File: src/rtl/sprite_compositor_if.sv
// Pixel-path bundle for sprite_compositor: sync/background in, sprite ROM address/data, composited RGB out.
// master = pixel source, shadow registers and sprite ROMs; slave = the compositor.
interface sprite_compositor_if #(
    parameter int NUM_LAYERS  = 4,
    parameter int COORD_W     = 10,
    parameter int COLOR_W     = 8,
    parameter int SPR_W       = 32,
    parameter int SPR_H       = 16,
    parameter int ANIM_FRAMES = 2
);
    localparam int U_W  = $clog2(SPR_W);
    localparam int V_W  = $clog2(SPR_H);
    localparam int AF_W = (ANIM_FRAMES > 1) ? $clog2(ANIM_FRAMES) : 1;

    logic                              frame_start;
    logic                              anim_tick;
    logic                              pix_valid;
    logic [COORD_W-1:0]                x;
    logic [COORD_W-1:0]                y;
    logic [3*COLOR_W-1:0]              bg_rgb;
    logic [NUM_LAYERS*COORD_W-1:0]     pos_x_sh;
    logic [NUM_LAYERS*COORD_W-1:0]     pos_y_sh;
    logic [NUM_LAYERS-1:0]             en_sh;
    logic [NUM_LAYERS*U_W-1:0]         spr_u;
    logic [NUM_LAYERS*V_W-1:0]         spr_v;
    logic [AF_W-1:0]                   anim_frame;
    logic [NUM_LAYERS*3*COLOR_W-1:0]   layer_rgb;
    logic [COLOR_W-1:0]                r;
    logic [COLOR_W-1:0]                g;
    logic [COLOR_W-1:0]                b;
    logic                              out_valid;
    logic                              collide;

    modport master (
        output frame_start, anim_tick, pix_valid, x, y, bg_rgb,
        output pos_x_sh, pos_y_sh, en_sh, layer_rgb,
        input  spr_u, spr_v, anim_frame, r, g, b, out_valid, collide
    );

    modport slave (
        input  frame_start, anim_tick, pix_valid, x, y, bg_rgb,
        input  pos_x_sh, pos_y_sh, en_sh, layer_rgb,
        output spr_u, spr_v, anim_frame, r, g, b, out_valid, collide
    );
endinterface

File: src/rtl/sprite_compositor.sv
// N-layer sprite compositor: 3-stage pipeline (hit/address, ROM wait, priority mux) over the background.
// Optional layer-0 collision detection is built only when SPRITE_COLLISION_EN is defined.
module sprite_compositor #(
    parameter int                    NUM_LAYERS  = 4,
    parameter int                    COORD_W     = 10,
    parameter int                    COLOR_W     = 8,
    parameter int                    SPR_W       = 32,
    parameter int                    SPR_H       = 16,
    parameter int                    ANIM_FRAMES = 2,
    parameter logic [3*COLOR_W-1:0]  KEY_RGB     = 24'hFF00FF
) (
    input  logic               clk,
    input  logic               rst_n,
    sprite_compositor_if.slave bus
);
    localparam int RGB_W = 3 * COLOR_W;
    localparam int U_W   = $clog2(SPR_W);
    localparam int V_W   = $clog2(SPR_H);
    localparam int AF_W  = (ANIM_FRAMES > 1) ? $clog2(ANIM_FRAMES) : 1;
    localparam int EXT_W = COORD_W + 1;

    typedef logic [NUM_LAYERS-1:0][COORD_W-1:0] coord_vec_t;

    coord_vec_t                         act_x_reg;
    coord_vec_t                         act_y_reg;
    logic [NUM_LAYERS-1:0]              act_en_reg;
    coord_vec_t                         eff_x;
    coord_vec_t                         eff_y;
    logic [NUM_LAYERS-1:0]              eff_en;

    logic [NUM_LAYERS-1:0]              hit_next;
    logic [NUM_LAYERS-1:0][U_W-1:0]     u_next;
    logic [NUM_LAYERS-1:0][V_W-1:0]     v_next;
    logic [EXT_W-1:0]                   x_ext;
    logic [EXT_W-1:0]                   y_ext;

    logic [NUM_LAYERS-1:0]              hit1_reg;
    logic [NUM_LAYERS-1:0][U_W-1:0]     spr_u_reg;
    logic [NUM_LAYERS-1:0][V_W-1:0]     spr_v_reg;
    logic                               pv1_reg;
    logic [RGB_W-1:0]                   bg1_reg;

    logic [NUM_LAYERS-1:0]              hit2_reg;
    logic                               pv2_reg;
    logic [RGB_W-1:0]                   bg2_reg;

    logic [NUM_LAYERS-1:0][RGB_W-1:0]   rom_rgb;
    logic [NUM_LAYERS-1:0]              opaque;
    logic [RGB_W-1:0]                   win_rgb;
    logic [RGB_W-1:0]                   rgb_reg;
    logic                               out_valid_reg;

    logic                               tick_d_reg;
    logic                               tick_rise;
    logic                               pending_reg;
    logic [AF_W-1:0]                    frame_reg;

    // Shadow registers are copied on frame_start; the same pixel already sees them via eff_*.
    always_ff @(posedge clk or negedge rst_n) begin
        if (!rst_n) begin
            act_x_reg  <= '0;
            act_y_reg  <= '0;
            act_en_reg <= '0;
        end else if (bus.frame_start) begin
            act_x_reg  <= bus.pos_x_sh;
            act_y_reg  <= bus.pos_y_sh;
            act_en_reg <= bus.en_sh;
        end
    end

    assign eff_x  = bus.frame_start ? coord_vec_t'(bus.pos_x_sh) : act_x_reg;
    assign eff_y  = bus.frame_start ? coord_vec_t'(bus.pos_y_sh) : act_y_reg;
    assign eff_en = bus.frame_start ? bus.en_sh : act_en_reg;

    assign x_ext = {1'b0, bus.x};
    assign y_ext = {1'b0, bus.y};

    // One extra bit on the window bounds so sprites hanging off the right/bottom clip instead of wrapping.
    for (genvar gi = 0; gi < NUM_LAYERS; gi++) begin : g_hit
        logic [EXT_W-1:0]   lo_x;
        logic [EXT_W-1:0]   hi_x;
        logic [EXT_W-1:0]   lo_y;
        logic [EXT_W-1:0]   hi_y;
        logic [COORD_W-1:0] dx;
        logic [COORD_W-1:0] dy;

        assign lo_x = {1'b0, eff_x[gi]};
        assign hi_x = lo_x + EXT_W'(SPR_W);
        assign lo_y = {1'b0, eff_y[gi]};
        assign hi_y = lo_y + EXT_W'(SPR_H);

        assign hit_next[gi] = eff_en[gi] & bus.pix_valid
                            & (x_ext >= lo_x) & (x_ext < hi_x)
                            & (y_ext >= lo_y) & (y_ext < hi_y);

        assign dx = bus.x - eff_x[gi];
        assign dy = bus.y - eff_y[gi];
        assign u_next[gi] = hit_next[gi] ? dx[U_W-1:0] : '0;
        assign v_next[gi] = hit_next[gi] ? dy[V_W-1:0] : '0;
    end

    always_ff @(posedge clk or negedge rst_n) begin
        if (!rst_n) begin
            hit1_reg  <= '0;
            spr_u_reg <= '0;
            spr_v_reg <= '0;
            pv1_reg   <= 1'b0;
            bg1_reg   <= '0;
            hit2_reg  <= '0;
            pv2_reg   <= 1'b0;
            bg2_reg   <= '0;
        end else begin
            hit1_reg  <= hit_next;
            spr_u_reg <= u_next;
            spr_v_reg <= v_next;
            pv1_reg   <= bus.pix_valid;
            bg1_reg   <= bus.bg_rgb;
            hit2_reg  <= hit1_reg;
            pv2_reg   <= pv1_reg;
            bg2_reg   <= bg1_reg;
        end
    end

    assign bus.spr_u = spr_u_reg;
    assign bus.spr_v = spr_v_reg;

    // ROM data returned for the stage-1 addresses lines up with the stage-2 registers.
    assign rom_rgb = bus.layer_rgb;

    for (genvar gi = 0; gi < NUM_LAYERS; gi++) begin : g_opaque
        assign opaque[gi] = hit2_reg[gi] & (rom_rgb[gi] != KEY_RGB);
    end

    // Walk from lowest priority up so layer 0 is the last (winning) assignment.
    always_comb begin
        win_rgb = bg2_reg;
        for (int i = NUM_LAYERS - 1; i >= 0; i--) begin
            if (opaque[i]) begin
                win_rgb = rom_rgb[i];
            end
        end
    end

    always_ff @(posedge clk or negedge rst_n) begin
        if (!rst_n) begin
            rgb_reg       <= '0;
            out_valid_reg <= 1'b0;
        end else begin
            out_valid_reg <= pv2_reg;
            rgb_reg       <= pv2_reg ? win_rgb : '0;
        end
    end

    assign bus.r         = rgb_reg[RGB_W-1 -: COLOR_W];
    assign bus.g         = rgb_reg[2*COLOR_W-1 -: COLOR_W];
    assign bus.b         = rgb_reg[COLOR_W-1:0];
    assign bus.out_valid = out_valid_reg;

    // Any number of tick edges within a frame collapse into one pending step.
    assign tick_rise = bus.anim_tick & ~tick_d_reg;

    always_ff @(posedge clk or negedge rst_n) begin
        if (!rst_n) begin
            tick_d_reg  <= 1'b0;
            pending_reg <= 1'b0;
            frame_reg   <= '0;
        end else begin
            tick_d_reg <= bus.anim_tick;
            if (bus.frame_start) begin
                pending_reg <= 1'b0;
                if (pending_reg | tick_rise) begin
                    frame_reg <= (frame_reg == AF_W'(ANIM_FRAMES - 1)) ? '0 : frame_reg + 1'b1;
                end
            end else if (tick_rise) begin
                pending_reg <= 1'b1;
            end
        end
    end

    assign bus.anim_frame = frame_reg;

`ifdef SPRITE_COLLISION_EN
    logic collide_reg;
    logic collide_det;

    assign collide_det = opaque[0] & (|opaque[NUM_LAYERS-1:1]);

    // Sticky per frame; a detection on the frame_start cycle takes priority over the clear.
    always_ff @(posedge clk or negedge rst_n) begin
        if (!rst_n) begin
            collide_reg <= 1'b0;
        end else if (collide_det) begin
            collide_reg <= 1'b1;
        end else if (bus.frame_start) begin
            collide_reg <= 1'b0;
        end
    end

    assign bus.collide = collide_reg;
`else
    assign bus.collide = 1'b0;
`endif

endmodule

File: src/flat_wrapper.sv
// flat-port wrapper written by rule: the top's interface ports become plain ports
module sprite_compositor_flat 
#(
    parameter int                    NUM_LAYERS  = 4,
    parameter int                    COORD_W     = 10,
    parameter int                    COLOR_W     = 8,
    parameter int                    SPR_W       = 32,
    parameter int                    SPR_H       = 16,
    parameter int                    ANIM_FRAMES = 2,
    parameter logic [3*COLOR_W-1:0]  KEY_RGB     = 24'hFF00FF
)
  (clk, rst_n, bus_frame_start, bus_anim_tick, bus_pix_valid, bus_x, bus_y, bus_bg_rgb, bus_pos_x_sh, bus_pos_y_sh, bus_en_sh, bus_layer_rgb, bus_spr_u, bus_spr_v, bus_anim_frame, bus_r, bus_g, bus_b, bus_out_valid, bus_collide);
  sprite_compositor_if #(.NUM_LAYERS(NUM_LAYERS), .COORD_W(COORD_W), .COLOR_W(COLOR_W), .SPR_W(SPR_W), .SPR_H(SPR_H), .ANIM_FRAMES(ANIM_FRAMES)) bus_i ();
  input  logic clk;
  input  logic rst_n;
  input wire logic [$bits(bus_i.frame_start)-1:0] bus_frame_start;
  input wire logic [$bits(bus_i.anim_tick)-1:0] bus_anim_tick;
  input wire logic [$bits(bus_i.pix_valid)-1:0] bus_pix_valid;
  input wire logic [$bits(bus_i.x)-1:0] bus_x;
  input wire logic [$bits(bus_i.y)-1:0] bus_y;
  input wire logic [$bits(bus_i.bg_rgb)-1:0] bus_bg_rgb;
  input wire logic [$bits(bus_i.pos_x_sh)-1:0] bus_pos_x_sh;
  input wire logic [$bits(bus_i.pos_y_sh)-1:0] bus_pos_y_sh;
  input wire logic [$bits(bus_i.en_sh)-1:0] bus_en_sh;
  input wire logic [$bits(bus_i.layer_rgb)-1:0] bus_layer_rgb;
  output wire logic [$bits(bus_i.spr_u)-1:0] bus_spr_u;
  output wire logic [$bits(bus_i.spr_v)-1:0] bus_spr_v;
  output wire logic [$bits(bus_i.anim_frame)-1:0] bus_anim_frame;
  output wire logic [$bits(bus_i.r)-1:0] bus_r;
  output wire logic [$bits(bus_i.g)-1:0] bus_g;
  output wire logic [$bits(bus_i.b)-1:0] bus_b;
  output wire logic [$bits(bus_i.out_valid)-1:0] bus_out_valid;
  output wire logic [$bits(bus_i.collide)-1:0] bus_collide;
  assign bus_i.frame_start = bus_frame_start;
  assign bus_i.anim_tick = bus_anim_tick;
  assign bus_i.pix_valid = bus_pix_valid;
  assign bus_i.x = bus_x;
  assign bus_i.y = bus_y;
  assign bus_i.bg_rgb = bus_bg_rgb;
  assign bus_i.pos_x_sh = bus_pos_x_sh;
  assign bus_i.pos_y_sh = bus_pos_y_sh;
  assign bus_i.en_sh = bus_en_sh;
  assign bus_i.layer_rgb = bus_layer_rgb;
  assign bus_spr_u = bus_i.spr_u;
  assign bus_spr_v = bus_i.spr_v;
  assign bus_anim_frame = bus_i.anim_frame;
  assign bus_r = bus_i.r;
  assign bus_g = bus_i.g;
  assign bus_b = bus_i.b;
  assign bus_out_valid = bus_i.out_valid;
  assign bus_collide = bus_i.collide;
  sprite_compositor #(.NUM_LAYERS(NUM_LAYERS), .COORD_W(COORD_W), .COLOR_W(COLOR_W), .SPR_W(SPR_W), .SPR_H(SPR_H), .ANIM_FRAMES(ANIM_FRAMES), .KEY_RGB(KEY_RGB)) u_core (.clk(clk), .rst_n(rst_n), .bus(bus_i));
endmodule
File: config.mk
export PLATFORM = sky130hd
export DESIGN_NAME = sprite_compositor_flat
export DESIGN_NICKNAME = d
export VERILOG_FILES = /design/src/rtl/sprite_compositor_if.sv /design/src/rtl/sprite_compositor.sv /design/src/flat_wrapper.sv
export SDC_FILE = /design/constraint.sdc
export NUM_CORES = 1
export LEC_CHECK = 0
export BUFFER_PORTS_ARGS = -buffer_cell sky130_fd_sc_hd__buf_2
export CORE_ASPECT_RATIO = 0.9
export CORE_MARGIN = 3
export CORE_UTILIZATION = 49
export CTS_CLUSTER_DIAMETER = 200
export DETAILED_ROUTE_END_ITERATION = 6
export PLACE_DENSITY = 0.77
export SYNTH_ARGS = -nofsm -noshare
export SYNTH_HDL_FRONTEND = slang
export SYNTH_SLANG_ARGS = --single-unit
File: constraint.sdc
create_clock -name clk -period 2.62 [get_ports clk]
set_input_delay 0.131 -clock clk [delete_from_list [all_inputs] [get_ports clk]]
set_output_delay 0.131 -clock clk [all_outputs]
set_load 0.01 [all_outputs]
==> out/qor.log <==
INFO  critical_path  cp_data_required_time=3.06ns
INFO  place          gp_congestion=0.965
INFO  die            die_x=169um
INFO  clocking       cts-buffers-inserted=23
INFO  place          number_of_buffer_cells_added_on_primary_ports=290
INFO  die            row_count=52
INFO  die            chipHeight=152um
INFO  sta            layout_min_cycle_time=2.61ns
INFO  final_layout   fraction_of_final_layout_cells_with_drive_strength_greater_than_1=34.1%
INFO  sta            setup_viol_count_final=0
INFO  die            initial_utilization=50.9%
INFO  routing        route.detailed.vias_per_inst=5.61
INFO  place          place.detailed.hpwl=28600um
INFO  sta            max_slew_margin=53.6%
INFO  grt            grt.met1_usage=34.8%
INFO  clocking       cts.clk_slew.worst_paths=0.06ns
INFO  sta            number_of_failing_hold_endpoints_at_the_final_stage=0
INFO  final_layout   most-common-layout-cells=288 x sky130_fd_sc_hd__buf_2, 206 x sky130_fd_sc_hd__dfrtp_1, 127 x sky130_fd_sc_hd__dlygate4sd3_1, 127 x sky130_fd_sc_hd__buf_4, 126 x sky130_fd_sc_hd__ha_1
INFO  sta            period_share=99.6%
INFO  place          placed_cell_area=14500squm
INFO  die            floorplan.io_pins=292
INFO  grt            grt_util_all_layers=28.9%
INFO  yosys          netlist.area_leader.share=44.2%
INFO  sta            worst_slew_pin_slew=0.696ns
INFO  run_status     status=finished, final reports clean
INFO  yosys          synthCells=1090
INFO  routing        route.final.wire_length=39200um
INFO  pwr            maximum_vdd_drop=0.000456V
INFO  sta            unrepaired_setup_endpoints_after_global_routing=true
INFO  final_layout   summed_area_of_non_filler_cells_in_the_final_layout=16900squm
INFO  critical_path  timing.critical_path.to_type=register
INFO  final_layout   antenna_cells_inserted=0
INFO  critical_path  critical_path_peak_fanout=5
INFO  yosys          async_reset_ff_share=100%
INFO  yosys          synth_edf_count=0
INFO  yosys          sequential_element_share_of_the_synthesized_area=44.2%
INFO  grt            gr-max-usage-layer=met2
INFO  critical_path  reg2reg_setup_slack=0.01ns
INFO  routing        ant_nets=0
INFO  final_layout   num-nets-final=2014
INFO  grt            first_global_vias=11487
INFO  critical_path  critical_path.startpoint_type=register
INFO  grt            groute.layer.met3.usage=4.67%
INFO  job            maxCapViolCount=0
INFO  pwr            total_power_draw=9.22mW
INFO  yosys          yosys_warnings=0
INFO  worst_hold_path hold-path-cell-count=3
INFO  final_layout   layout.cells.most_common=sky130_fd_sc_hd__buf_2
INFO  pwr            p_int=6.50mW
INFO  sta            fmax=383MHz
INFO  pwr            powerDensity=545nW/um^2
INFO  critical_path  critical_path_class=register to register
INFO  grt            total_congestion_overflow=0
INFO  routing        drt_first_pass_iters=5
INFO  yosys          synthTopCellsByArea=sky130_fd_sc_hd__dfrtp_1 44%, sky130_fd_sc_hd__ha_1 14%, sky130_fd_sc_hd__mux2i_1 6.4%
INFO  grt            met2_use_gr=51.6%
INFO  clocking       max-clock-path-buffers=3
INFO  routing        first_iter_violations=853
INFO  place          post-place-cells=1778
INFO  die            floorplan.die_area=25700squm
INFO  yosys          ys.flop_type=sky130_fd_sc_hd__dfrtp_1
INFO  pwr            combinationalPowerShare=27.9%
INFO  grt            grt_first_pass_wirelength=59300um
INFO  yosys          synth_cell_type_count=62
INFO  pwr            pwr-share-clk=34.3%
INFO  yosys          synth_top_cell_by_area=sky130_fd_sc_hd__dfrtp_1
INFO  routing        drc_errors=0
INFO  final_layout   layoutNonFillerInstCount=1956
INFO  yosys          netlist_area=11700squm
INFO  routing        num_vias=10981
INFO  grt            grt_antenna_before_repair=2
INFO  clocking       tritoncts=done
INFO  clocking       clock_latency=0.51ns
INFO  pwr            total_switching_power=2.72mW
INFO  clocking       cts.htree.levels=1
INFO  critical_path  worstPathArrival=3.05ns
INFO  clocking       ctsRootBufferMaster=sky130_fd_sc_hd__clkbuf_16
INFO  pwr            seq_power_share=37.8%
INFO  pwr            power.leakage=8.67nW
INFO  worst_hold_path min_path_type=input port to register
INFO  final_layout   area.growth.synth_to_final=45.1%
INFO  yosys          syn-mean-instance-area=10.7squm
INFO  critical_path  worstRegToRegCells=13
INFO  yosys          synth.ff_latch_count=206
INFO  pwr            switching_share=29.5%
INFO  sta            largest_clock_skew_in_the_final_design=0.00823ns
INFO  final_layout   fillerInstances=1566
INFO  die            core_box_area=22900squm
INFO  clocking       cts_num_sinks=206
INFO  routing        detail_route.wl_per_cell=20.1um
INFO  yosys          synth.net_count=1459
INFO  sta            slew_viol_final=0
INFO  grt            pin_count_of_the_biggest_net_entering_global_routing=81
[synthesized netlist by cell type (all sizes together) (14+ instances only)]
master	instances
a21oi	88
nor3	24
ha	132
o21a	14
xnor2	38
nand3	17
dfrtp	206
mux2	23
nand2	46
o21ai	54
mux2i	75
nand4	22
inv	111
nor2	48
buf	16
a21o	17
[routing by layer]
layer	share of wire, %	up-vias	wire length, um
met5	0.059	-	23
met4	4.6	4	1790
met3	6.2	125	2450
met2	50	490	19700
met1	39	5342	15200
li1	-	5020	-
[worst max-delay path: stages, from the launching register on]
cell	delay, ns
sky130_fd_sc_hd__dfrtp_1	0.37
sky130_fd_sc_hd__mux2i_2	0.21
sky130_fd_sc_hd__inv_1	0.11
sky130_fd_sc_hd__ha_2	0.22
sky130_fd_sc_hd__nand2_2	0.09
sky130_fd_sc_hd__xnor2_2	0.06
sky130_fd_sc_hd__ha_1	0.31
sky130_fd_sc_hd__a21o_1	0.17
sky130_fd_sc_hd__a21oi_2	0.13
sky130_fd_sc_hd__nand2_1	0.06
sky130_fd_sc_hd__o31a_1	0.10
sky130_fd_sc_hd__a2111o_1	0.42
sky130_fd_sc_hd__buf_6	0.17
sky130_fd_sc_hd__a21oi_2	0.11
[final timing paths]
check | from | endpoint
max | u_core.act_y_reg[5] | u_core.bus.spr_u[3]
min | bus_pos_x_sh[27] | u_core.act_x_reg[27]
max reg2reg | u_core.act_y_reg[5] | u_core.bus.spr_u[3]
min reg2reg | u_core.bg1_reg[7] | u_core.bg2_reg[7]
max in group asynchronous | rst_n | u_core.rgb_reg[14]
min in group asynchronous | rst_n | u_core.bg1_reg[16]
[layout make-up]
type                    count  area, sq um  share of cell area, %
repair buffers            559         3950                   23.4
clock inverters             5         62.6                  0.370
flip-flops and latches    206         5150                   30.5
clock buffers              34          667                   3.94
well taps                 297          372                   2.20
multi-input cells         744         6280                   37.2
inverters                 111          417                   2.46
[metrics by stage]
step | TNS, ns | hold WS [ns] | worst slack [ns] | utilization [%]
after floorplan | -1.98 | -0.165 | -0.146 | -
after global placement | -5.29 | 0.212 | -0.188 | 63.2
after detailed placement | -7.84 | 0.218 | -0.316 | 63.2
after CTS | 0 | 0.00184 | 0.000351 | 72.0
after global routing | -1.60 | 0.00468 | -0.144 | 73.8
final | 0 | 0.0115 | 0.0109 | 73.8
[power by group through the flow]
stage	combinational (mW)	sequential, mW	clock [mW]
3_5_place_dp	2.21	3.54	0
3_3_place_gp	2.14	3.53	0
4_1_cts	2.40	3.48	3.22
5_1_grt	2.81	3.50	3.35
2_1_floorplan	1.22	3.53	0
6_report	2.57	3.48	3.16
[what timing repair did]
action	4_1_cts	5_1_grt
gates cloned	0	2
pin swaps	5	23
resized for setup	5	76
hold endpoints to repair	187	0
hold buffers	127	0
buffers inserted	1	9
setup endpoints to repair	10	51
[cell families (layout without fill, tap and decap cells)]
kind of cell,count (synthesis),after routing,synth area share (%)
muxes,98,98,8.67
adders and majority gates,140,140,15.5
and+or+nand+nor,211,211,9.30
xor gates and xnor gates,45,45,3.38
AOI/OAI and AO/OA,249,249,13.9
buffers and inverters,140,709,4.93
other,1,1,0.0322
DFF,206,206,44.2
No activity file was read; power rests on OpenSTA's default activity.
